## src/rtl/multi_port_fifo_pkg.sv

```systemverilog
// Shared definitions for multi-lane superscalar buffers: default geometry,
// counter/lane-count width helpers and the lane-offset helper.
package multi_port_fifo_pkg;

    localparam int DEF_DATA_WIDTH = 32;
    localparam int DEF_FIFO_DEPTH = 8;
    localparam int DEF_N_ENQ      = 2;
    localparam int DEF_N_DEQ      = 2;

    // One extra bit beyond the pointer so full and empty are distinguishable.
    function automatic int ctr_width(input int depth);
        return $clog2(depth) + 1;
    endfunction

    // Width able to hold 0..lanes.
    function automatic int lane_cnt_width(input int lanes);
        return $clog2(lanes + 1);
    endfunction

    function automatic int lane_lsb(input int lane, input int width);
        return lane * width;
    endfunction

endpackage

```

## src/rtl/fifo_multi_ctr.sv

```systemverilog
// Wrapping counter that advances by a variable amount each cycle, with a
// synchronous clear that takes priority over the increment.
module fifo_multi_ctr #(
    parameter int WIDTH     = 4,
    parameter int INC_WIDTH = 2
) (
    input  logic                 clk,
    input  logic                 rst_aL,
    input  logic                 clr,
    input  logic [INC_WIDTH-1:0] inc,
    output logic [WIDTH-1:0]     value
);

    always_ff @(posedge clk or negedge rst_aL) begin
        if (!rst_aL) begin
            value <= '0;
        end else if (clr) begin
            value <= '0;
        end else begin
            value <= value + WIDTH'(inc);
        end
    end

endmodule

```

## src/rtl/multi_port_fifo.sv

```systemverilog
// In-order FIFO with N_ENQ enqueue and N_DEQ dequeue lanes per cycle.
// Define MPFIFO_FLUSH_EN to add the synchronous flush port.
module multi_port_fifo
    import multi_port_fifo_pkg::*;
#(
    parameter int DATA_WIDTH = DEF_DATA_WIDTH,
    parameter int FIFO_DEPTH = DEF_FIFO_DEPTH,
    parameter int N_ENQ      = DEF_N_ENQ,
    parameter int N_DEQ      = DEF_N_DEQ
) (
    input  logic                              clk,
    input  logic                              rst_aL,
`ifdef MPFIFO_FLUSH_EN
    input  logic                              flush,
`endif
    output logic [N_ENQ-1:0]                  ready_enq,
    input  logic [N_ENQ-1:0]                  valid_enq,
    input  logic [N_ENQ*DATA_WIDTH-1:0]       data_enq,
    output logic [N_DEQ-1:0]                  valid_deq,
    input  logic [N_DEQ-1:0]                  ready_deq,
    output logic [N_DEQ*DATA_WIDTH-1:0]       data_deq,
    output logic [ctr_width(FIFO_DEPTH)-1:0]  count
);

    localparam int PTR_WIDTH = $clog2(FIFO_DEPTH);
    localparam int CTR_WIDTH = ctr_width(FIFO_DEPTH);
    localparam int ENQ_CW    = lane_cnt_width(N_ENQ);
    localparam int DEQ_CW    = lane_cnt_width(N_DEQ);

    logic [CTR_WIDTH-1:0]  enq_ctr;
    logic [CTR_WIDTH-1:0]  deq_ctr;
    logic [CTR_WIDTH-1:0]  free;
    logic [PTR_WIDTH-1:0]  enq_ptr;
    logic [PTR_WIDTH-1:0]  deq_ptr;
    logic [ENQ_CW-1:0]     n_enq;
    logic [DEQ_CW-1:0]     n_deq;
    logic                  enq_run;
    logic                  deq_run;
    logic                  clr;
    logic [N_ENQ-1:0]      wr_en;
    logic [PTR_WIDTH-1:0]  wr_idx [N_ENQ];
    logic [PTR_WIDTH-1:0]  rd_idx [N_DEQ];
    logic [DATA_WIDTH-1:0] mem    [FIFO_DEPTH];

    assign enq_ptr = enq_ctr[PTR_WIDTH-1:0];
    assign deq_ptr = deq_ctr[PTR_WIDTH-1:0];
    assign count   = enq_ctr - deq_ctr;
    assign free    = CTR_WIDTH'(FIFO_DEPTH) - count;

`ifdef MPFIFO_FLUSH_EN
    assign clr = flush;
`else
    assign clr = 1'b0;
`endif

    // Handshake: a lane transfers when valid & ready on that lane and on every
    // lower lane; ready_enq/valid_deq depend only on registered state, so
    // valid_enq and ready_deq never reach an output combinationally.
    always_comb begin
        for (int i = 0; i < N_ENQ; i++) begin
            ready_enq[i] = (free > CTR_WIDTH'(i));
        end
        for (int i = 0; i < N_DEQ; i++) begin
            valid_deq[i] = (count > CTR_WIDTH'(i));
        end
    end

    always_comb begin
        n_enq   = '0;
        enq_run = 1'b1;
        for (int i = 0; i < N_ENQ; i++) begin
            enq_run = enq_run & valid_enq[i] & ready_enq[i];
            if (enq_run) n_enq = ENQ_CW'(i + 1);
        end
        n_deq   = '0;
        deq_run = 1'b1;
        for (int i = 0; i < N_DEQ; i++) begin
            deq_run = deq_run & valid_deq[i] & ready_deq[i];
            if (deq_run) n_deq = DEQ_CW'(i + 1);
        end
    end

    always_comb begin
        for (int k = 0; k < N_ENQ; k++) begin
            wr_en[k]  = (ENQ_CW'(k) < n_enq);
            wr_idx[k] = enq_ptr + PTR_WIDTH'(k);
        end
`ifdef MPFIFO_FLUSH_EN
        if (flush) wr_en = '0;
`endif
    end

    always_ff @(posedge clk or negedge rst_aL) begin
        if (!rst_aL) begin
            for (int e = 0; e < FIFO_DEPTH; e++) begin
                mem[e] <= '0;
            end
        end else begin
            for (int k = 0; k < N_ENQ; k++) begin
                if (wr_en[k]) mem[wr_idx[k]] <= data_enq[lane_lsb(k, DATA_WIDTH) +: DATA_WIDTH];
            end
        end
    end

    // One read mux per dequeue lane; pointer arithmetic wraps naturally.
    always_comb begin
        for (int i = 0; i < N_DEQ; i++) begin
            rd_idx[i] = deq_ptr + PTR_WIDTH'(i);
            data_deq[lane_lsb(i, DATA_WIDTH) +: DATA_WIDTH] = mem[rd_idx[i]];
        end
    end

    fifo_multi_ctr #(.WIDTH(CTR_WIDTH), .INC_WIDTH(ENQ_CW)) u_enq_ctr (
        .clk    (clk),
        .rst_aL (rst_aL),
        .clr    (clr),
        .inc    (n_enq),
        .value  (enq_ctr)
    );

    fifo_multi_ctr #(.WIDTH(CTR_WIDTH), .INC_WIDTH(DEQ_CW)) u_deq_ctr (
        .clk    (clk),
        .rst_aL (rst_aL),
        .clr    (clr),
        .inc    (n_deq),
        .value  (deq_ctr)
    );

endmodule

```

## config.mk

```make
export PLATFORM = sky130hd
export DESIGN_NAME = multi_port_fifo
export DESIGN_NICKNAME = d
export VERILOG_FILES = /design/src/rtl/multi_port_fifo_pkg.sv /design/src/rtl/fifo_multi_ctr.sv /design/src/rtl/multi_port_fifo.sv
export SDC_FILE = /design/constraint.sdc
export NUM_CORES = 1
export LEC_CHECK = 0
export CORE_ASPECT_RATIO = 0.8
export CORE_MARGIN = 5
export CORE_UTILIZATION = 39
export CTS_CLUSTER_SIZE = 24
export DETAILED_ROUTE_END_ITERATION = 10
export SYNTH_ARGS = -nofsm -noshare
export SYNTH_HDL_FRONTEND = slang
export SYNTH_SLANG_ARGS = --single-unit
```

## constraint.sdc

```tcl
create_clock -name clk -period 6.13 [get_ports clk]
set_input_delay 1.226 -clock clk [delete_from_list [all_inputs] [get_ports clk]]
set_output_delay 1.226 -clock clk [all_outputs]
set_load 0.005 [all_outputs]
```

Yosys cells after proc, flatten, opt, wreduce, memory -nomap -nowiden

Index checks and enable logic that the tools add are counted.

Equal/unequal tests: 0
Order comparisons: 12
Mux-type cells: 18
$mul: 0
Divide/modulo/power cells: 0
Add/sub/neg operators: 6
Shift operators: 0
Reduce and logical (&&, ||, !) cells: 2
Bitwise gates (word level): 10

Operators with widths:

| cell                                                                  | count |
|---|---|
| 256-bit bitwise mux                                                   | 2 |
| 256-bit 2-to-1 mux                                                    | 2 |
| 32-bit binary-select mux with 3-bit select                            | 2 |
| 32-bit demux with 3-bit select                                        | 2 |
| 32-bit 2-to-1 mux                                                     | 6 |
| 4-bit >= comparator (second input constant)                           | 4 |
| 4-bit by 1-bit > comparator with 1-bit output (second input constant) | 4 |
| 3-bit inverter with 4-bit output                                      | 4 |
| 4-bit by 2-bit adder with 4-bit output                                | 2 |
| 4-bit by 1-bit < comparator with 1-bit output (second input constant) | 2 |
| 3-bit by 1-bit adder with 3-bit output (second input constant)        | 2 |
| 1-bit AND                                                             | 6 |
| 1-bit by 2-bit < comparator with 1-bit output (first input constant)  | 2 |
| 2-bit 2-to-1 mux                                                      | 2 |
| 4-bit subtractor                                                      | 1 |
| 4-bit subtractor (first input constant)                               | 1 |
| 1-bit logical AND                                                     | 2 |
| 1-bit 2-to-1 mux                                                      | 2 |

Bits of input ports: 70
Bits in latches: 0
Output and inout bits: 72
Bits in registers: 264
RAM bits: 0
Memories: 0
Bits in read-only memories: 0
Word-level logic and storage cells: 58

Logic depth before layout (Yosys ltp)

Word-level depth: 11
Mapped depth: 14
Gate-level depth less buffers: 12

Modules after synthesis

A second synthesis with hierarchy kept.

Cells, all modules: 1,975
Area, all modules: 18,704.2 µm²

Modules (own cells, without submodules):

| module          | cells an instance | area an instance (µm²) | instances | seq. area each (µm²) |
|---|---|---|---|---|
| multi_port_fifo | 1,943             | 18,313.8               | 1         | 6,406.1 |
| fifo_multi_ctr  | 16                | 195.2                  | 2         | 100.1 |

Worst setup path after synthesis

OpenSTA, ideal clock, no wires.

Kind: reg-to-output
From: register u_deq_ctr.value[1]
To: output data_deq[32]
Setup slack: 2.444 ns
Path buffers: 2
Data arrival time: 2.460 ns
Stages on the path, launching flop included: 6
Required time: 4.904 ns
Cells stage by stage: dfrtp_1 > ha_1 > clkbuf_1 > buf_1 > mux4_2 > mux2_2

Cells in the longest elaborated chain, start to end: 5

RTL lines:

| item                                                   | line                   | RTL |
|---|---|---|
| start: declaration                                     | fifo_multi_ctr.sv:11   | `output logic [WIDTH-1:0] value` |
| start signal: assignment                               | fifo_multi_ctr.sv:20   | `value <= value + WIDTH'(inc);` |
| 3-bit by 1-bit adder with 3-bit output                 | multi_port_fifo.sv:108 | `rd_idx[i] = deq_ptr + PTR_WIDTH'(i);` |
| 3-bit inverter with 4-bit output (implied by the code) | multi_port_fifo.sv:109 | `data_deq[lane_lsb(i, DATA_WIDTH) +: DATA_WIDTH] = mem[rd_idx[i]];` |
| 32-bit binary-select mux with 3-bit select             | multi_port_fifo.sv:109 |  |
| 32-bit 2-to-1 mux (implied by the code) (2 in a row)   | multi_port_fifo.sv:109 |  |
| end: declaration                                       | multi_port_fifo.sv:21  | `output logic [N_DEQ*DATA_WIDTH-1:0] data_deq,` |

No other way between the ends. The select of a mux whose other input is x is not followed.

Worst setup path in the final report

From: register u_deq_ctr.value[0]
To: output data_deq[59]

Same word-level chain as after synthesis.

==> run summary <==
Final Util: 46.6%
Synthesized Nets: 1361
Rel. slew slack: 21.4%
hold bufs inserted after CTS: 0
WP data arrival: 3900 ps
hold path startpoint: u_deq_ctr.value[3]
GRT overflow: 0
vias in the first global route: 11900
sequential cell area: 0.00662 sq mm
Detailed Place HPWL: 30500 um
worst reg-to-reg path cell count: 9
Sink Count: 264
RSZ-0062 raised after global routing: false
Clock Skew: 23.1 ps
Cells after Synth: 1279
fin. max-slew vios: 0
peak supply drop: 0.000276 V
largest area contributor in the netlist: dfrtp_1
Syn Area/Cell: 13.1 sq um
Hold WC Path Type: flip-flop to flip-flop
number of buffers added on ports: 141
PnR worst setup slack: 1000 ps
GP Congestion: 0.780
Post-synth EDFFs: 0
Post-Synth Adder-Cell Area: 1.03%
minimum clock period: 5130 ps
die width: 242 um
Post-synth top cells: mux2_2 (300), dfrtp_1 (264), nand2_1 (168), mux4_2 (128), mux2_1 (116)
worst path required time: 4900 ps
drt pass-1 iters: 5
layout filler cell count: 3896
H-Tree Depth: 1
ANT cells: 0
hold path depth: 1
footprint of the multi-input gates: 0.00979 sq mm
clock buffer depth: 3
count leader, synth: mux2_2
FMAX: 195 MHz
nets: 1468
Compound-Gate Fraction of Synth Area: 2.15%
Routed Antenna Nets: 0
core area: 0.0429 sq mm
Chip Height: 196 um
Wirelength per Cell: 25.0 um
DRT iter0 DRCs: 702
Reg2Reg Setup Slack: 1840 ps
Setup CP Type: flip-flop to primary output
Worst-path clk slew: 60 ps
layout cells sized above 1: 38.2%
cts repair resizes: 0
total power: 13.3 mW
Num CTS Buffers: 31
total track usage: 20.7%
Mapped Area: 0.0168 sq mm
antenna violations before repair: 0
first-pass GRT wire length: 76200 um
area added between synthesis and finish: 18.9%
pwr dens: 664 mW/mm^2
fin crit share: 83.7%
Place WS: 1470 ps
Worst R2R Start: u_deq_ctr.value[0]
Worst-Skew Late Latency: 580 ps
post-synth top area share: 39.3%
CTS tree: yes
remaining routing DRC violations: 0
die area: 0.0474 sq mm
LEAKAGE: 8.30 nW
FFs w/ async S/R, synth: 100%
postcts setup bufs: 0
Initial Util: 39.2%
XOR/XNOR Fraction of Synth Area: 0.469%
largest net degree at the start of global routing: 116
synth top area cells: dfrtp_1 (39%), mux2_2 (20%), mux4_2 (17%)
main combinational cell family by area after synthesis: multiplexers
total negative slack: 0 ps
Worst Tran Pin Value: 1170 ps
prevailing post-synth register cell: dfrtp_1
Final Hold Fails: 0
Max Cap Viol: 0
detailed-route wire length: 49300 um
mux cell area share after synthesis: 48.8%
Vias/cell: 5.71
Seq/Total Area, Yosys: 39.3%
Via Count: 11200
flop and latch count out of synthesis: 264
final setup fails: 0
FF-to-FF End: mem[218]
Synth cell types: 39
cell row count: 68
worst min-delay path endpoint: u_deq_ctr.value[3]
outcome: completed
Root Buffer: clkbuf_16
crit path capture type: primary output
Post-Synth Simple-Gate Area: 5.16%
I/O pin cnt: 142
critical-path maximum fanout: 44
YS warnings: 0
CP Launch Type: flip-flop
[logic make-up after synthesis]
group / Yosys count
fa+ha+maj: 12
xor+xnor: 9
compound gates: 70
mux: 608
simple gates: 203
buf+inv: 113
flops: 264
[flip-flops by register name (all words and copies together), names as in the netlist]
name and flops:
mem 256, u_deq_ctr.value 4, u_enq_ctr.value 4
[worst max path at each step]
stage,from,endpoint,slack [ps],cells after the start
2_1_floorplan,u_deq_ctr.value[1],data_deq[32],2440,5
3_3_place_gp,u_deq_ctr.value[0],data_deq[59],1520,5
3_5_place_dp,u_deq_ctr.value[0],data_deq[59],1470,5
4_1_cts,u_deq_ctr.value[0],data_deq[59],850,5
5_1_grt,u_deq_ctr.value[0],data_deq[32],720,5
6_report,u_deq_ctr.value[0],data_deq[59],1000,5
[placed cells by master (no fill, tap or decap), types with 26 or more instances in the layout]
master	synthesis	routed
o21ai_1	48	48
clkbuf_16	0	31
mux2_2	300	300
buf_4	1	26
mux2_1	116	116
clkdlybuf4s50_1	0	140
nand2_1	168	168
mux4_2	128	128
mux2i_1	64	64
dfrtp_1	264	261
[critical path, cell delays in order, from the launching register on]
cell	delay, ps
dfrtp_4	900
ha_4	710
buf_12	380
mux4_2	550
mux2_2	280
clkdlybuf4s50_1	490
[metal layers]
layer,vias to the layer above,GRT usage [%],routed length [um]
met5,-,0,0
met4,0,4.18,976
met3,75,3.27,2360
met2,290,33.4,23100
met1,5859,29.9,22800
li1,5023,-,-
[per-stage QoR]
stage | std cells | instance area (sq um) | hold WS [ps]
final | 1970 | 20000 | 503
after global routing | 1970 | 20000 | 529
after detailed placement | 1913 | 18900 | 494
after floorplan | 1279 | 16800 | 460
after global placement | 1913 | 18900 | 480
after CTS | 1970 | 20000 | 507
[power by group]
group	total, mW	switching (mW)	internal [mW]
clock network	1.99	0.774	1.22
registers	3.48	0.825	2.66
logic	7.79	3.07	4.73
total	13.3	4.66	8.61
[layout make-up]
cell class / count / share of cell area [%]
well taps: 560 / 3.51
repair buffers: 173 / 8.66
multi-input cells: 902 / 49.0
clock inverters: 15 / 1.05
clock buffers: 42 / 4.44
inverters: 14 / 0.263
flip-flops and latches: 264 / 33.1
Note: power is estimated with default switching activity, not from simulation.
